### src/rtl/tally_uart_tx.sv
// -----------------------------------------------------------------------------
// tally_uart_tx
//
// Purpose:
//   Result-mode readout transmitter. When a send is accepted, it takes a
//   snapshot of the four candidate tallies and their 8-bit checksum. It then
//   serialises a fixed 6-byte UART packet: A5, cand1..cand4, checksum. Each
//   byte is framed 8N1, LSB first, and bytes follow each other with no idle
//   gap.
//
// Parameters:
//   CLKS_PER_BIT  clock cycles per UART bit (>= 2)
//
// Ports:
//   clock        system clock, rising edge active
//   reset        asynchronous active-low reset
//   mode         0 = voting mode, 1 = result mode (send accepted only when 1)
//   send         request, level-sampled on each rising edge
//   cand1_vote   candidate 1 tally
//   cand2_vote   candidate 2 tally
//   cand3_vote   candidate 3 tally
//   cand4_vote   candidate 4 (authority) tally
//   tx           UART serial line, idles high (registered)
//   busy         high while a packet is in flight (registered)
//   done         one-cycle pulse when a packet completes (registered)
// -----------------------------------------------------------------------------
module tally_uart_tx #(
  parameter int CLKS_PER_BIT = 434
) (
  input  logic       clock,
  input  logic       reset,
  input  logic       mode,
  input  logic       send,
  input  logic [7:0] cand1_vote,
  input  logic [7:0] cand2_vote,
  input  logic [7:0] cand3_vote,
  input  logic [7:0] cand4_vote,
  output logic       tx,
  output logic       busy,
  output logic       done
);

  localparam int CNT_W = (CLKS_PER_BIT > 1) ? $clog2(CLKS_PER_BIT) : 1;
  localparam logic [CNT_W-1:0] CNT_LAST = CNT_W'(CLKS_PER_BIT - 1);
  localparam logic [7:0] HEADER = 8'hA5;

  typedef enum logic [1:0] {
    S_IDLE,
    S_START,
    S_DATA,
    S_STOP
  } state_t;

  state_t           r_state;
  logic [CNT_W-1:0] r_cnt;
  logic [2:0]       r_bit_idx;
  logic [2:0]       r_byte_idx;
  logic [7:0]       r_shift;
  logic [7:0]       r_c1;
  logic [7:0]       r_c2;
  logic [7:0]       r_c3;
  logic [7:0]       r_c4;
  logic [7:0]       r_sum;

  logic [9:0]       w_sum10;
  logic             w_bit_end;
  logic [7:0]       w_cur_byte;

  // Sum is formed in 10 bits; only the low byte is kept, so overflow wraps.
  assign w_sum10 = {2'b00, cand1_vote} + {2'b00, cand2_vote}
                 + {2'b00, cand3_vote} + {2'b00, cand4_vote};

  assign w_bit_end = (r_cnt == CNT_LAST);

  // Byte currently being framed, taken from the snapshot only.
  always_comb begin
    w_cur_byte = 8'h00;
    case (r_byte_idx)
      3'd0:    w_cur_byte = HEADER;
      3'd1:    w_cur_byte = r_c1;
      3'd2:    w_cur_byte = r_c2;
      3'd3:    w_cur_byte = r_c3;
      3'd4:    w_cur_byte = r_c4;
      3'd5:    w_cur_byte = r_sum;
      default: w_cur_byte = 8'h00;
    endcase
  end

  always_ff @(posedge clock or negedge reset) begin
    if (!reset) begin
      r_state    <= S_IDLE;
      r_cnt      <= '0;
      r_bit_idx  <= '0;
      r_byte_idx <= '0;
      r_shift    <= '0;
      r_c1       <= '0;
      r_c2       <= '0;
      r_c3       <= '0;
      r_c4       <= '0;
      r_sum      <= '0;
      tx         <= 1'b1;
      busy       <= 1'b0;
      done       <= 1'b0;
    end else begin
      done <= 1'b0;
      case (r_state)
        S_IDLE: begin
          if (send && mode) begin
            // Start bit goes out on the accepting edge itself.
            r_state    <= S_START;
            r_cnt      <= '0;
            r_bit_idx  <= '0;
            r_byte_idx <= '0;
            r_c1       <= cand1_vote;
            r_c2       <= cand2_vote;
            r_c3       <= cand3_vote;
            r_c4       <= cand4_vote;
            r_sum      <= w_sum10[7:0];
            tx         <= 1'b0;
            busy       <= 1'b1;
          end
        end

        S_START: begin
          if (w_bit_end) begin
            r_cnt     <= '0;
            r_bit_idx <= '0;
            r_state   <= S_DATA;
            tx        <= w_cur_byte[0];
            r_shift   <= {1'b0, w_cur_byte[7:1]};
          end else begin
            r_cnt <= r_cnt + CNT_W'(1);
          end
        end

        S_DATA: begin
          if (w_bit_end) begin
            r_cnt <= '0;
            if (r_bit_idx == 3'd7) begin
              r_state <= S_STOP;
              tx      <= 1'b1;
            end else begin
              r_bit_idx <= r_bit_idx + 3'd1;
              tx        <= r_shift[0];
              r_shift   <= {1'b0, r_shift[7:1]};
            end
          end else begin
            r_cnt <= r_cnt + CNT_W'(1);
          end
        end

        S_STOP: begin
          if (w_bit_end) begin
            r_cnt <= '0;
            if (r_byte_idx == 3'd5) begin
              r_state    <= S_IDLE;
              r_byte_idx <= '0;
              busy       <= 1'b0;
              done       <= 1'b1;
              tx         <= 1'b1;
            end else begin
              // Next start bit follows the stop bit with no idle gap.
              r_byte_idx <= r_byte_idx + 3'd1;
              r_state    <= S_START;
              tx         <= 1'b0;
            end
          end else begin
            r_cnt <= r_cnt + CNT_W'(1);
          end
        end

        default: begin
          r_state <= S_IDLE;
          tx      <= 1'b1;
          busy    <= 1'b0;
        end
      endcase
    end
  end

endmodule

### config.mk
export PLATFORM = sky130hd
export DESIGN_NAME = tally_uart_tx
export DESIGN_NICKNAME = d
export VERILOG_FILES = /design/src/rtl/tally_uart_tx.sv
export SDC_FILE = /design/constraint.sdc
export NUM_CORES = 1
export LEC_CHECK = 0
export CAP_MARGIN = 40
export CORE_AREA = 2 2 97 99
export DETAILED_ROUTE_END_ITERATION = 16
export DIE_AREA = 0 0 99 101
export GPL_TIMING_DRIVEN = 0
export PLACE_DENSITY = 0.72
export SYNTH_ARGS = -nofsm -noshare
export SYNTH_HDL_FRONTEND = slang
export SYNTH_SLANG_ARGS = --single-unit
### constraint.sdc
create_clock -name clock -period 1.7 [get_ports clock]
set_input_delay 0.17 -clock clock [delete_from_list [all_inputs] [get_ports clock]]
set_output_delay 0.17 -clock clock [all_outputs]
set_load 0.05 [all_outputs]
# Word-level counts from Yosys, hierarchy flattened
# Index checks and enable logic that the tools add are counted.
[word_totals]
reg_bits = 68
latchBits = 0
ram_bits = 0
mem_bits_ro = 0
wordCells = 86
mem_count = 0
[op_classes]
add_sub_neg = 6
mul = 0
div = 0
order_cmp = 0
n_eq_ne = 17
shift = 0
n_mux = 36
n_bitwise = 0
n_reduce_logical = 14
[op_table]
columns = ["operator", "n"]
rows = [
  ["$pmux W8 S6", 1],
  ["$add A8 B8 Y8", 3],
  ["$mux W8", 3],
  ["$mux W3", 6],
  ["$mux W9", 2],
  ["$pmux W9 S2", 1],
  ["$pmux W8 S2", 1],
  ["$ne A2 B2 Y1 const B", 7],
  ["$mux W1", 12],
  ["$reduce_and A4 Y1", 3],
  ["$mux W2", 5],
  ["$reduce_and A5 Y1", 2],
  ["$add A9 B1 Y9 const B", 1],
  ["$eq A3 B3 Y1 const B", 3],
  ["$eq A9 B9 Y1 const B", 1],
  ["$pmux W3 S3", 1],
  ["$pmux W2 S4", 1],
  ["$add A3 B1 Y3 const B", 2],
  ["$eq A3 B2 Y1 const B", 2],
  ["$pmux W3 S2", 1],
  ["$eq A2 B2 Y1 const B", 2],
  ["$pmux W1 S4", 1],
  ["$reduce_bool A2 Y1", 2],
  ["$eq A3 B1 Y1 const B", 1],
  ["9 further kinds", 9],
]

# Longest topological paths before layout
# Gate-level depths: netlist of the first run.
[depth]
depth_word = 4
ltp_mapped = 12
depth_no_buf = 12

# Worst setup path before layout of the first run
# Ideal clock, no wire load.
[synth_timing]
path_type = "input -> register"
from = "input cand1_vote[2]"
to = "register r_sum[6]"
setup_ns = 0.131
t_arrival_ns = 2.484
required_ns = 1.569
slack_ns = -0.915
cell_stages = 10
path_cell_list = "inv_1 -> fa_1 -> fa_1 -> inv_1 -> ha_1 -> a21o_1 -> a21o_1 -> a21oi_1 -> nor4b_1 -> or3_1"
[synth_via]
elab_chain_len = 3
[synth_rtl]
columns = ["item", "line_no", "rtl"]
rows = [
  ["start, declared", "34", "input logic [7:0] cand1_vote,"],
  ["$add A8 B8 Y8", "70", "assign w_sum10 = {2'b00, cand1_vote} + {2'b00, cand2_vote}"],
  ["$add A8 B8 Y8 (2 in a row)", "71", "+ {2'b00, cand3_vote} + {2'b00, cand4_vote};"],
  ["end signal, assigned", "118", "r_sum <= w_sum10[7:0];"],
  ["end, declared", "63", "logic [7:0] r_sum;"],
]
# No other way between the ends.
# A chain may end at the register's enable or synchronous reset.

# Worst setup path after layout of the first run
[layout_timing]
from = "input cand1_vote[4]"
to = "register r_sum[5]"
# Same word-level chain as after synthesis.

==> results of run 1 <==
[power by group]
part | switching [mW] | internal (mW) | total (mW)
sequential | 0.356 | 2.16 | 2.52
combinational | 1.68 | 1.59 | 3.27
clock | 0.624 | 0.586 | 1.21
[worst max-delay path, cell delays in order]
cell,delay (ns)
clkdlybuf4s50_1,0.45
fa_1,0.59
fa_1,0.47
ha_4,0.33
o21a_1,0.14
o31a_1,0.18
buf_4,0.14
a211oi_2,0.03
a21o_1,0.16
[sequential cells by signal, summed over array words and instances (netlist names)]
name,count
r_cnt,9
r_c4,8
busy,1
r_bit_idx,3
r_sum,8
tx,1
r_c2,8
r_c3,8
r_state,2
r_shift,7
r_c1,8
done,1
r_byte_idx,3
[final cells by class]
class                      count  share of cell area, %
multi-input combinational    271                  43.23
clock inverter                 3                 0.2689
clock buffer                  11                  2.712
sequential                    67                  30.19
buffer                        14                  2.353
inverter                      43                  3.138
timing repair buffer          98                  15.62
tap                          111                  2.488
[placed cells by master, fill, tap and decap left out, drive strengths merged, types with 4 or more instances in the layout]
cell and instances:
a21oi 9, a22oi 13, buf 70, clkbuf 21, clkdlybuf4s50 19, dfrtp 66
dlygate4sd2 8, dlymetal6s2s 4, fa 14, ha 16, inv 42, mux2 15
mux2i 6, nand2 46, nand2b 5, nand3 5, nand4 4, nor2 14
nor2b 5, o21a 4, o21ai 59, o22ai 4, xnor2 7
[what timing repair did]
item,4_1_cts,5_1_grt
hold buffers,1,0
endpoints found under the setup margin,67,44
gates cloned,2,1
endpoints found under the hold margin,17,0
pin swaps,45,32
setup buffers,49,15
gates resized for setup,110,58
[cell families (layout without fill, tap and decap cells)]
group / count (synthesis) / count (layout)
compound gates: 112 / 114
xor+xnor: 9 / 9
fa+ha+maj: 30 / 30
buf+inv: 62 / 169
flops: 67 / 67
mux: 21 / 21
simple gates: 97 / 97
[layer usage]
metal	track usage (%)	vias up	part of all wire, %
met5	0	-	0
met4	14.44	0	4.2
met3	4.369	41	4.7
met2	40.38	142	52
met1	26.04	1723	39
li1	-	1589	-
[worst paths after layout]
kind                            end     startpoint  slack [ns]  cells after the start
max in group asynchronous        tx          reset        0.90                      3
min in group asynchronous  r_cnt[2]          reset        0.22                      2
setup / recovery           r_sum[5]  cand1_vote[4]       -0.72                      9
setup reg to reg           r_sum[6]     r_state[1]       -0.09                      8
hold / removal              r_c2[1]  cand2_vote[1]        0.08                      3
hold reg to reg                  tx             tx        0.48                      2
[metrics by stage]
stage | area, sq um | setup slack (ns) | cells | utilization (%) | total power, mW
after CTS | 5304 | -0.6883 | 606 | 59.08 | 6.521
after global routing | 5583 | -0.7730 | 618 | 62.19 | 7.424
final | 5583 | -0.7151 | 618 | 62.19 | 6.999
after global placement | 4541 | -1.833 | 547 | 50.58 | 4.603
after floorplan | 4021 | -0.7772 | 398 | - | 4.057
after detailed placement | 4566 | -1.646 | 548 | 50.86 | 4.711
==> reports/qor.txt, run 1 <==
Post-synth EDFFs: 0
Share of cells above drive strength 1: 40.83%
Antenna cells: 0
Maxcap violations: 0
Dominant synthesized flop cell: dfrtp_1
Reg clk slew, reported paths: 0.07 ns
Worst path required time: 1.95 ns
First-pass GRT wire length: 17,900 um
Mapped Nets: 464
Fin. max-slew vios: 0
Crit path kind: in -> reg
Synth top area cells: dfrtp_1 (42%), fa_1 (7.1%), ha_1 (5.0%), o21ai_0 (5.0%), nand2_1 (4.4%)
WL/cell: 18.44 um
Initial antenna violation count: 0
CTS root buf: clkbuf_8
Die X-Extent: 99 um
Placer Congestion: 0.8222
Clock Skew: 0.01445 ns
Core Area: 8977 sq um
Startpoint types: input pin
Synth Area in Simple Gates: 12.72%
Multi-input logic area: 2414 sq um
Reg area: 1685 sq um
Htree depth: 3
CP Max Fanout: 4
Initial DRC count: 207
TritonCTS clock tree: yes
Vias: 3,495
Vias in the first global route: 3,743
Post-DP HPWL: 6827 um
Buffers added on ports: 38
Period utilisation layout: 142.1%
Synthesized instance count: 398
Sequential element share of the synthesized area: 42.32%
Clk Latency, worst-skew pair: 0.36 ns
Slew Limit Headroom: 66.92%
Pin count of the biggest net entering global routing: 51
Power Density: 1254 nW/um^2
Initial Util: 44.17%
Synth top area share: 41.65%
TritonCTS Sinks: 67
DR pass1 iterations: 5
Inserted Clock Buffers: 9
DIE AREA: 9999 sq um
CTS max path bufs: 2
Top-count cell post-synth: dfrtp_1
Post-synth cell types: 62
Peak Freq: 414.1 MHz
Congestion Overflow GR: 0
Avg Cell Area, Syn: 9.962 sq um
Outcome: complete, but fails checks
Yosys Warn Count: 0
Cell taking the most area after synthesis: dfrtp_1
WHS: 0.08406 ns
Setup tns final: -3.969 ns
Final WS setup: -0.7151 ns
Synth async-reset ratio: 100.0%
Die height: 101 um
Largest family of logic cells by synthesized area: compound AO/OA/AOI/OAI gates
Complex-gate fraction of the synthesized area: 18.24%
Share of synthesized area spent on multiplexers: 5.869%
Nets: 570
Final min period: 2.415 ns
Crit path capture type: flop
Post-Synth XOR/XNOR Area: 1.988%
Mapped Area: 3965 sq um
# IOs: 39
Yosys reg bits: 67
Failing checks: setup timing
Synth cell count leaders: dfrtp_1 (66), nand2_1 (46), inv_1 (43)
Layout area overhead: 40.80%
Final Setup Violations: 22
Max VDD drop: 0.0007347 V
Via/cell ratio: 5.655
Adder-Cell Fraction of Synth Area: 12.12%
Hold Vio Cnt, Final: 0
Routed Antenna Nets: 0
Hold crit path type: in -> reg
Leak: 2.518 nW
Total track usage: 23.12%
Drt drc: 0
Crit path DAT: 2.67 ns
Cell Rows: 35
Unrepaired setup endpoints after global routing: true
Fillers: 677
Least-Margin Pin Slew: 0.4954 ns
Drt total wl: 11,390 um
(Power assumes the default switching activity.)
==> run 2, diff against run 1 <==
--- a/config.mk
+++ b/config.mk
@@ -6,11 +6,11 @@
 export NUM_CORES = 1
 export LEC_CHECK = 0
 export CAP_MARGIN = 40
-export CORE_AREA = 2 2 97 99
+export CORE_AREA = 2 2 91 93
 export DETAILED_ROUTE_END_ITERATION = 16
-export DIE_AREA = 0 0 99 101
+export DIE_AREA = 0 0 93 95
 export GPL_TIMING_DRIVEN = 0
-export PLACE_DENSITY = 0.72
+export PLACE_DENSITY = 0.8
 export SYNTH_ARGS = -nofsm -noshare
 export SYNTH_HDL_FRONTEND = slang
 export SYNTH_SLANG_ARGS = --single-unit
==> reports/qor.txt, run 2 (synthesized netlist as in run 1, its figures left out) <==
Outcome: complete, but fails checks
Failing checks: setup timing
Crit path DAT: 2.59 ns
CP Max Fanout: 2
Setup tns final: -4.301 ns
Hold Vio Cnt, Final: 0
Total track usage: 23.86%
Share of cells above drive strength 1: 40.51%
Critical Path Stages: 13
Crit path cell chain: buf_6 -> inv_4 -> fa_1 -> inv_2 -> fa_1 -> ha_2 -> inv_2 -> fa_2 -> nor2b_2 -> o31a_1 -> o22ai_2 -> xnor2_1 -> o21ai_1
Startpoint types: input pin
Drt drc: 0
Unrepaired setup endpoints after global routing: true
CTS max path bufs: 2
Initial antenna violation count: 0
Placed Cells: 541
Reg clk slew, reported paths: 0.07 ns
Most flop-heavy register: r_cnt
Antenna cells: 0
Met2 routed WL: 6007 um
TritonCTS Sinks: 67
Clk Latency, worst-skew pair: 0.36 ns
Crit path capture type: flop
Pin count of the biggest net entering global routing: 68
Htree depth: 3
Die X-Extent: 93 um
WP buf/inv: 4
Final Setup Violations: 26
R2R cell count: 8
Vias in the first global route: 3,421
Crit path kind: in -> reg
Util after Layout: 71.16%
Least-Margin Pin Slew: 0.8638 ns
First-pass GRT wire length: 16,220 um
Non-Filler Instances: 616
Maxcap violations: 0
WL/cell: 19.07 um
Power Density: 1363 nW/um^2
DIE AREA: 8835 sq um
Reg2reg setup slack: -0.20 ns
Peak Freq: 424.0 MHz
TritonCTS clock tree: yes
Placer Congestion: 0.8465
Crit path launch: cand2_vote[1]
Met3 WL: 717 um
Layout area overhead: 42.28%
Drt total wl: 11,750 um
Congestion Overflow GR: 0
Worst r2r dst: r_sum[6]
Max VDD drop: 0.0007267 V
Final WS setup: -0.6585 ns
Crit path largest cell delay: 0.54 ns
M1 WL: 4367 um
Nets: 572
Hold crit path type: in -> reg
Via/cell ratio: 5.924
Clock Skew: 0.01749 ns
Vias: 3,649
Crit Reg-Reg Startpoint: r_state[0]
Highest routed layer: met4
Leak: 2.575 nW
Buffers added on ports: 38
Worst Setup EP: r_sum[7]
Max reg flops: 9
Final min period: 2.358 ns
Worst path required time: 1.94 ns
Initial Util: 50.02%
Commonest non-fill, non-tap cell in the layout: dfrtp_1
Fin. max-slew vios: 0
Cell Rows: 33
Core Area: 7928 sq um
Inserted Clock Buffers: 9
Initial DRC count: 284
# IOs: 39
Crit path max-delay cell type: fa_1
Post-DP HPWL: 6452 um
Die height: 95 um
Period utilisation layout: 138.7%
Most frequent cells in the layout: dfrtp_1 (61), buf_4 (50), nand2_1 (44), o21ai_0 (29), inv_2 (20)
DR pass1 iterations: 6
Family with the most delay on the worst path: adder cells
Routed Antenna Nets: 0
Slew Limit Headroom: 42.41%
Worst slack, placed: -1.552 ns
CTS root buf: clkbuf_8
-- run 2: cell count changes in the layout (fill, tap and decap cells not counted), sizes merged --
cell and change:
clkdlybuf4s50 -3, clkbuf +1, dlygate4sd2 +2, bufinv +2, o21ai -2, clkdlybuf4s15 +1
buf +4, clkinv -1
-- run 2: worst reg2reg max path: cells and delay by family (launching register included) --
| family | cells | cell delay, ns |
|---|---|---|
| AO/OA/AOI/OAI | 2 | 0.31 |
| adder cells (fa/ha/maj) | 1 | 0.15 |
| buffers and inverters | 3 | 0.46 |
| flip-flops | 1 | 0.43 |
| AND/OR/NAND/NOR | 2 | 0.42 |
-- run 2: power breakdown --
part           switching [mW]  internal [mW]  leakage (nW)  total (mW)
combinational            1.80           1.79          1.62        3.59
sequential              0.371           2.16         0.844        2.53
clock                   0.663          0.905         0.113        1.57
-- run 2: cell type report --
class | count | area, sq um
inverters | 43 | 178.9
multi-input cells | 269 | 2364
flip-flops and latches | 67 | 1684
fillers | 515 | 2286
clock inverters | 4 | 72.57
plain buffers | 15 | 157.7
repair buffers | 101 | 898.4
clock buffers | 12 | 155.1
well taps | 105 | 131.4
-- run 2: metal layers --
metal | global-route usage (%) | up-vias
met5 | 0 | -
met1 | 28.99 | 1821
met4 | 13.97 | 0
met3 | 4.230 | 62
met2 | 40.04 | 179
li1 | - | 1587
-- run 2: how the worst min path moves through the flow --
stage                       start  endpoint  slack (ns)  depth (start not counted)
finish              cand2_vote[1]   r_c2[1]        0.08                          3
global route        cand1_vote[2]   r_c1[2]        0.09                          3
CTS                 cand2_vote[1]   r_c2[1]        0.08                          3
detailed placement          reset  r_cnt[5]        0.33                          1
global placement         r_sum[4]  r_sum[4]        0.46                          2
floorplan                   reset      busy       -0.13                          0
-- run 2: stage by stage --
stage / hold WS, ns / area (sq um) / total power [mW]
after floorplan: -0.1256 / 4021 / 4.057
after global placement: 0.4637 / 4533 / 4.579
after detailed placement: 0.3305 / 4531 / 4.670
after CTS: 0.08166 / 5174 / 6.773
after global routing: 0.08702 / 5642 / 8.052
final: 0.08260 / 5642 / 7.691
-- run 2: what timing repair did --
item | in CTS | in global routing
buffers inserted | 26 | 37
cloned | 0 | 0
hold endpoints to repair | 66 | 0
gates resized for setup | 112 | 66
endpoints found under the setup margin | 67 | 52
pin swaps | 51 | 39
hold buffers | 1 | 0
==> run 3, diff against run 2 <==
--- a/config.mk
+++ b/config.mk
@@ -7,10 +7,12 @@
 export LEC_CHECK = 0
 export CAP_MARGIN = 40
 export CORE_AREA = 2 2 91 93
+export CTS_CLUSTER_SIZE = 14
 export DETAILED_ROUTE_END_ITERATION = 16
 export DIE_AREA = 0 0 93 95
 export GPL_TIMING_DRIVEN = 0
-export PLACE_DENSITY = 0.8
+export PLACE_DENSITY = 0.77
+export SKIP_LAST_GASP = 1
 export SYNTH_ARGS = -nofsm -noshare
 export SYNTH_HDL_FRONTEND = slang
 export SYNTH_SLANG_ARGS = --single-unit
==> constraint.sdc (replaced) <==
create_clock -name clock -period 2.4 [get_ports clock]
set_input_delay 0.24 -clock clock [delete_from_list [all_inputs] [get_ports clock]]
set_output_delay 0.24 -clock clock [all_outputs]
set_load 0.05 [all_outputs]
==> reports/qor.txt, run 3 (synthesized netlist as in run 1, its figures left out) <==
Outcome: complete, but fails checks
Failing checks: setup timing
Max VDD drop: 0.0005677 V
Die X-Extent: 93 um
Maxcap violations: 0
DIE AREA: 8835 sq um
Total track usage: 24.24%
Net Sw Power: 1.653 mW
Final min period: 2.413 ns
Comb pwr share: 37.1%
Clk Latency, worst-skew pair: 0.36 ns
Crit path kind: in -> reg
Crit path DAT: 2.64 ns
Worst path required time: 2.63 ns
Most frequent cells in the layout: dfrtp_1 (66), nand2_1 (46), o21ai_0 (38), inv_1 (22), inv_2 (19)
Crit path capture type: flop
Peak Freq: 414.5 MHz
Non-Filler Instances: 568
CP Max Fanout: 4
Worst slack, placed: -0.9384 ns
Initial Util: 50.02%
Drt drc: 0
Reg clk slew, reported paths: 0.07 ns
CTS root buf: clkbuf_8
Leak: 2.217 nW
Routed Antenna Nets: 0
Die height: 95 um
Sw Share: 35.98%
Period utilisation layout: 100.5%
Drt total wl: 9748 um
Hold crit path type: in -> reg
WHS: 0.1483 ns
Unrepaired setup endpoints after global routing: true
Cell Rows: 33
Least-Margin Pin Slew: 0.5476 ns
Buffers added on ports: 38
Core Area: 7928 sq um
Placed Cells: 542
# IOs: 39
Via/cell ratio: 5.540
Inserted Clock Buffers: 9
Antenna cells: 0
Final Total Pwr: 4.595 mW
Share of cells above drive strength 1: 23.97%
Clk pwr share: 23.8%
Startpoint types: input pin
Vias: 3,147
Nets: 524
Hold Vio Cnt, Final: 0
Congestion Overflow GR: 0
WL/cell: 17.16 um
Final Setup Violations: 2
Placer Congestion: 0.8574
Reg area: 1678 sq um
Htree depth: 3
Commonest non-fill, non-tap cell in the layout: dfrtp_1
First-pass GRT wire length: 16,240 um
Final WS setup: -0.01259 ns
DP Area: 4518 sq um
CTS max path bufs: 2
Share of total power in sequential cells: 39.1%
Slew Limit Headroom: 63.50%
Power Density: 932.5 nW/um^2
Setup tns final: -0.02364 ns
Multi-input logic area: 2128 sq um
TritonCTS Sinks: 67
Vias in the first global route: 3,314
Initial antenna violation count: 0
Initial DRC count: 281
TritonCTS clock tree: yes
Util after Layout: 62.15%
Layout area overhead: 24.27%
DR pass1 iterations: 4
Most flop-heavy register: r_cnt
Design Area, Final: 4927 sq um
Internal power: 2.941 mW
Clock Skew: 0.01056 ns
Fillers: 650
Post-DP HPWL: 6757 um
Pin count of the biggest net entering global routing: 67
Fin. max-slew vios: 0
Max reg flops: 9
==> run 3: cell types whose count changed in the layout (fill, tap and decap cells not counted), sizes merged <==
cell	change
clkdlybuf4s50	+2
clkinv	-1
clkbuf	+4
inv	+1
dlygate4sd2	-2
buf	-52
==> run 3: layout make-up <==
cell class | instances | share of cell area [%]
well taps | 105 | 2.666
repair buffers | 49 | 9.700
flip-flops and latches | 67 | 34.05
plain buffers | 19 | 2.285
multi-input cells | 269 | 43.19
inverters | 43 | 3.479
clock buffers | 12 | 3.149
clock inverters | 4 | 1.473
==> run 3: final timing paths <==
| check | endpoint | from | cells after the start | slack (ns) |
|---|---|---|---|---|
| worst max-delay path | r_sum[7] | cand2_vote[4] | 9 | -0.01 |
| worst min-delay path | r_c2[1] | cand2_vote[1] | 3 | 0.15 |
| worst max register to register | r_sum[6] | r_state[1] | 8 | 0.01 |
| worst min register to register | tx | tx | 2 | 0.48 |
| max in group asynchronous | tx | reset | 3 | 1.65 |
| min in group asynchronous | r_cnt[7] | reset | 2 | 0.21 |
==> run 3: layer usage <==
| metal | routed length, um | part of all wire, % | vias to the layer above | global-route usage, % |
|---|---|---|---|---|
| li1 | - | - | 1495 | - |
| met1 | 4189 | 43 | 1549 | 30.56 |
| met2 | 4908 | 50 | 78 | 40.88 |
| met3 | 410 | 4.2 | 25 | 4.150 |
| met4 | 240 | 2.5 | 0 | 11.40 |
| met5 | 0 | 0 | - | 0 |
==> run 3: timing repair <==
action | CTS | global route
setup endpoints to repair | 15 | 20
resized for setup | 67 | 15
endpoints found under the hold margin | 66 | 0
hold buffers | 1 | 0
setup buffers | 8 | 1
pin swaps | 24 | 17
==> run 3: critical path, stage by stage <==
cell and delay, ns:
clkdlybuf4s50_1 0.52, fa_1 0.46, fa_1 0.54, ha_4 0.22, o21a_1 0.18, o31a_1 0.13
o22ai_2 0.15, xnor2_1 0.13, o21ai_1 0.07
==> run 3: power by group through the flow <==
stage	registers (mW)	logic (mW)	clock network, mW
after floorplan	1.77	1.09	0
after global placement	1.78	1.46	0
after detailed placement	1.80	1.53	0
after CTS	1.79	1.67	1.09
after global routing	1.84	1.90	1.15
final	1.80	1.70	1.09
